[config.mk]
export PLATFORM = sky130hd
export DESIGN_NAME = conv1_window_buffer
export DESIGN_NICKNAME = d
export VERILOG_FILES = /design/src/rtl/conv1_window_buffer.sv
export SDC_FILE = /design/constraint.sdc
export NUM_CORES = 2
export LEC_CHECK = 0
export BUFFER_PORTS_ARGS = -buffer_cell sky130_fd_sc_hd__buf_2
export CAP_MARGIN = 25
export CORE_MARGIN = 10
export CORE_UTILIZATION = 30
export DETAILED_ROUTE_END_ITERATION = 7
export PLACE_DENSITY = 0.54
export SKIP_LAST_GASP = 1
export SYNTH_ARGS = -nofsm -noshare
export SYNTH_HDL_FRONTEND = slang
export SYNTH_SLANG_ARGS = --single-unit
[constraint.sdc]
create_clock -name clk -period 5.55 [get_ports clk]
set_clock_uncertainty 0.15 [all_clocks]
set_input_delay 1.11 -clock clk [delete_from_list [all_inputs] [get_ports clk]]
set_output_delay 1.11 -clock clk [all_outputs]
set_load 0.05 [all_outputs]
[src/rtl/conv1_window_buffer.sv]
// rtl/conv1_window_buffer.sv - 3x3 sliding-window builder over a raster pixel stream using two line buffers
module conv1_window_buffer #(
    parameter int IMG_W  = 28,
    parameter int IMG_H  = 28,
    parameter int DATA_W = 32
) (
    input  logic              clk,
    input  logic              rst_n,
    input  logic              valid_in,
    input  logic [DATA_W-1:0] pixel_in,
    output logic [DATA_W-1:0] data_out [0:8],
    output logic              valid_out,
    output logic              frame_done
);

    localparam int CW = (IMG_W > 1) ? $clog2(IMG_W) : 1;
    localparam int RW = (IMG_H > 1) ? $clog2(IMG_H) : 1;

    logic [CW-1:0]     col;
    logic [RW-1:0]     row;
    logic [DATA_W-1:0] lb0 [0:IMG_W-1];
    logic [DATA_W-1:0] lb1 [0:IMG_W-1];
    logic              last_col;
    logic              last_row;

    assign last_col = (col == CW'(IMG_W - 1));
    assign last_row = (row == RW'(IMG_H - 1));

    always_ff @(posedge clk) begin
        if (!rst_n) begin
            col <= '0;
            row <= '0;
        end else if (valid_in) begin
            if (last_col) begin
                col <= '0;
                row <= last_row ? '0 : row + 1'b1;
            end else begin
                col <= col + 1'b1;
            end
        end
    end

    // Line buffers are plain RAM: never cleared, rows 0/1 are simply never flagged valid.
    always_ff @(posedge clk) begin
        if (valid_in) begin
            lb1[col] <= lb0[col];
            lb0[col] <= pixel_in;
        end
    end

    always_ff @(posedge clk) begin
        if (!rst_n) begin
            for (int i = 0; i < 9; i++) begin
                data_out[i] <= '0;
            end
            valid_out  <= 1'b0;
            frame_done <= 1'b0;
        end else begin
            valid_out  <= valid_in && (row >= RW'(2)) && (col >= CW'(2));
            frame_done <= valid_in && last_row && last_col;
            if (valid_in) begin
                for (int i = 0; i < 3; i++) begin
                    data_out[3*i]   <= data_out[3*i+1];
                    data_out[3*i+1] <= data_out[3*i+2];
                end
                data_out[2] <= lb1[col];
                data_out[5] <= lb0[col];
                data_out[8] <= pixel_in;
            end
        end
    end

endmodule

==> impl_results.md <==
- Status: complete, no violations
- Post-CTS Hold Buffers: 0
- Total power draw: 34.92 mW
- Initial antenna violation count: 14
- Total global-route track usage: 14.08%
- Area of the multi-input gates: 18260 µm²
- Worst hold path class: reg -> reg
- Final core occ: 35.34%
- Worst R2R Setup Slack: 1960 ps
- Antenna Violating Nets Remaining: 0
- TritonCTS buffer count: 220
- Root buffer cell: clkbuf_16
- Latest clock arrival within the worst-skew pair: 850 ps
- Combined flip-flop and latch cell area: 59940 µm²
- VDD IR max: 0.0003280 V
- Synthesized area: 79140 µm²
- EDFF count, synth: 1792
- Slew Limit Fails: 0
- CTS tree: done
- RSZ-0062 raised after global routing: no
- CP arrival: 4120 ps
- # resized after CTS: 0
- Largest net degree at the start of global routing: 109
- WL/cell: 24.96 µm
- First-pass GRT wire length: 300000 µm
- CP Max Fanout: 80
- Final non-filler cell total: 8288
- Max Cap Viol: 0
- PwrDens: 376.4 nW/µm²
- Filler cells: 24572
- Fmax: 0.2782 GHz
- Total gr overflow: 0
- 1st-pass router iterations: 5
- Setup TNS: 0 ps
- Vias in the first global route: 41399
- Proportion of netlist area held by the largest area contributor: 67.99%
- Req. time, crit path: 6070 ps
- Core ar.: 262500 µm²
- Synth Flop Type: edfxtp_1
- Initial Util: 30.15%
- Final setup fails: 0
- Hold EP: data_out[166]
- RR Endpoint: data_out[208]
- Nets: 4619
- Endpoints failing hold: 0
- Die Ht: 533.6 µm
- Routability cong.: 0.7409
- Crit-path slowest cell: dfxtp_4
- WS Path Type: reg -> reg
- Crit-path max cell delay: 950 ps
- Synth warn: 0
- DR iter-0 viols: 3448
- Number of H-tree levels: 4
- Setup Fix Bufs, Post-CTS: 0
- Synth unique cells: 45
- Residual DRC: 0
- Largest area contributor in the synthesized netlist: edfxtp_1
- WHS Path Cells: 2
- # port buffers: 324
- Hpwl dp: 122600 µm
- Ports: 325
- Standard-cell row count: 188
- CTS Sinks: 2097
- Fraction of layout cells with a size suffix above 1: 25.60%
- Crit path capture type: flop
- Final period util: 64.76%
- Clk pin slew, worst setup/hold paths: 60 ps
- Cell count after synthesis: 4147
- Crit start category: flop
- Hold Startpoint: data_out[166]
- Die ar.: 284800 µm²
- CP Cell Sequence: buf_12 > mux4_2 > mux2i_1 > nor2_1 > a211oi_1 > a211oi_1
- Worst Reg-to-Reg Cells: 6
- Routed WL: 206900 µm
- Area Overhead vs Synth: 17.23%
- Mapped Nets: 4189
- Synth Register Bits: 2097
- Top cells by area, synth: edfxtp_1 (68%), mux4_2 (9.5%), dfxtp_1 (7.7%)
- Vias per cell: 4.868
- Async SR Flop Fraction: 0%
- Hold slack: 335.7 ps
- Pleak: 30.39 nW
- Die Wd: 533.6 µm
- CTS max path bufs: 3
- Slew headroom: 31.87%
- Post-Syn Area per Cell: 19.08 µm²
- Post-Place Cells: 7870
- Worst slew pin tran: 1022 ps
- Seq/Total Area, Yosys: 75.71%
- Via count: 40345
- Final Critical Period: 3594 ps
- Critical path's most frequent cell: a211oi_1
- R2r startpoint: col[0]
cell usage in the layout, fill, tap and decap left out, types with 10 or more instances in the layout:
cell       instances
o21ai_0           36
buf_2            323
o21ai_1           40
o41ai_2           32
bufinv_16         18
dfxtp_1          296
a221oi_1          32
a21oi_1           48
clkbuf_16        222
and3_4            28
and3_1            33
buf_12            17
mux2i_1          462
nor2_1           256
o221ai_1          15
edfxtp_1        1792
a22oi_1          111
clkbuf_8          10
mux4_2           334
clkbuf_1          66
clkinv_1          37
nor3_2            32
clkinv_2          30
a211oi_1          57
nand2_1          161
nor2b_1           50
buf_4            110
nand3_1           12
flip-flops by register name, indices dropped and copies added, names as in the netlist, named ones only:
signal,cells
col,5
frame_done,1
data_out,288
valid_out,1
lb0,896
row,5
lb1,896
metrics by stage:
step / area, µm² / setup WS (ps)
6_report: 92780 / 1956
5_1_grt: 92770 / 1743
4_1_cts: 92770 / 1843
3_5_place_dp: 85590 / 1446
3_3_place_gp: 85430 / 1577
2_1_floorplan: 79140 / 1581
report_power, final:
group | total, mW | switching, mW | internal [mW]
Combinational | 2.52 | 1.74 | 0.783
Sequential | 17.8 | 0.238 | 17.6
Clock | 14.6 | 6.19 | 8.36
Total | 34.9 | 8.17 | 26.8
Yosys cell counts (2+ instances only):
cell type and count:
edfxtp_1 1792, mux2i_1 462, mux4_2 334, dfxtp_1 305
nor2_1 258, nand2_1 162, a22oi_1 111, clkbuf_1 104
buf_2 86, and3_1 61, a211oi_1 57, nor2b_1 53
a21oi_1 48, o21ai_1 40, nor3_1 38, o21ai_0 36
buf_4 34, a221oi_1 32, o41ai_2 32, o221ai_1 15
buf_6 13, nand3_1 12, buf_1 8, ha_1 7
inv_1 6, a221o_1 4, buf_8 4, nand4_1 4
xor2_1 4, and2_1 3, nand2b_1 3, nor3b_1 3
xnor2_1 3, mux2_2 2
worst max-delay path, delay by kind of cell, from the launching register on:
| kind | cells | cell delay [ps] |
|---|---|---|
| mux | 2 | 770 |
| simple gates | 1 | 60 |
| compound gates | 2 | 790 |
| buf+inv | 1 | 570 |
| flops | 1 | 950 |
cell type report:
cell class / count / share of cell area, %
Sequential cell: 2097 / 64.61
Inverter: 6 / 0.03237
Tap cell: 3515 / 4.740
Clock inverter: 116 / 1.330
Antenna cell: 4 / 0.01079
Multi-Input combinational cell: 1795 / 19.68
Timing Repair Buffer: 457 / 3.194
Clock buffer: 298 / 6.403
metal layers:
layer | up-vias | share of wire, % | track usage [%]
met1 | 21369 | 44 | 19.56
met3 | 262 | 6.2 | 3.125
met4 | 0 | 2.4 | 3.680
li1 | 17512 | - | -
met5 | - | 0 | 0
met2 | 1202 | 47 | 22.37
logic make-up after synthesis:
group / after synthesis / share of synthesized area (%)
AOI/OAI and AO/OA: 379 / 3.647
xor gates and xnor gates: 7 / 0.07747
adders and majority gates: 7 / 0.1107
buffers and inverters: 255 / 1.687
DFF: 2097 / 75.71
muxes: 798 / 15.38
and+or+nand+nor: 604 / 3.393
worst max path at each step:
stage                         from            end  slack (ps)  cells past startpoint
after floorplan           valid_in      lb0[8][0]        1580                      4
after detailed placement  valid_in      lb0[0][4]        1450                      4
after global placement    valid_in      lb0[0][4]        1580                      4
after CTS                   col[0]  data_out[208]        1840                      6
after global routing        col[0]  data_out[208]        1740                      6
final                       col[0]  data_out[208]        1960                      6
No activity file was read; power rests on OpenSTA's default activity.
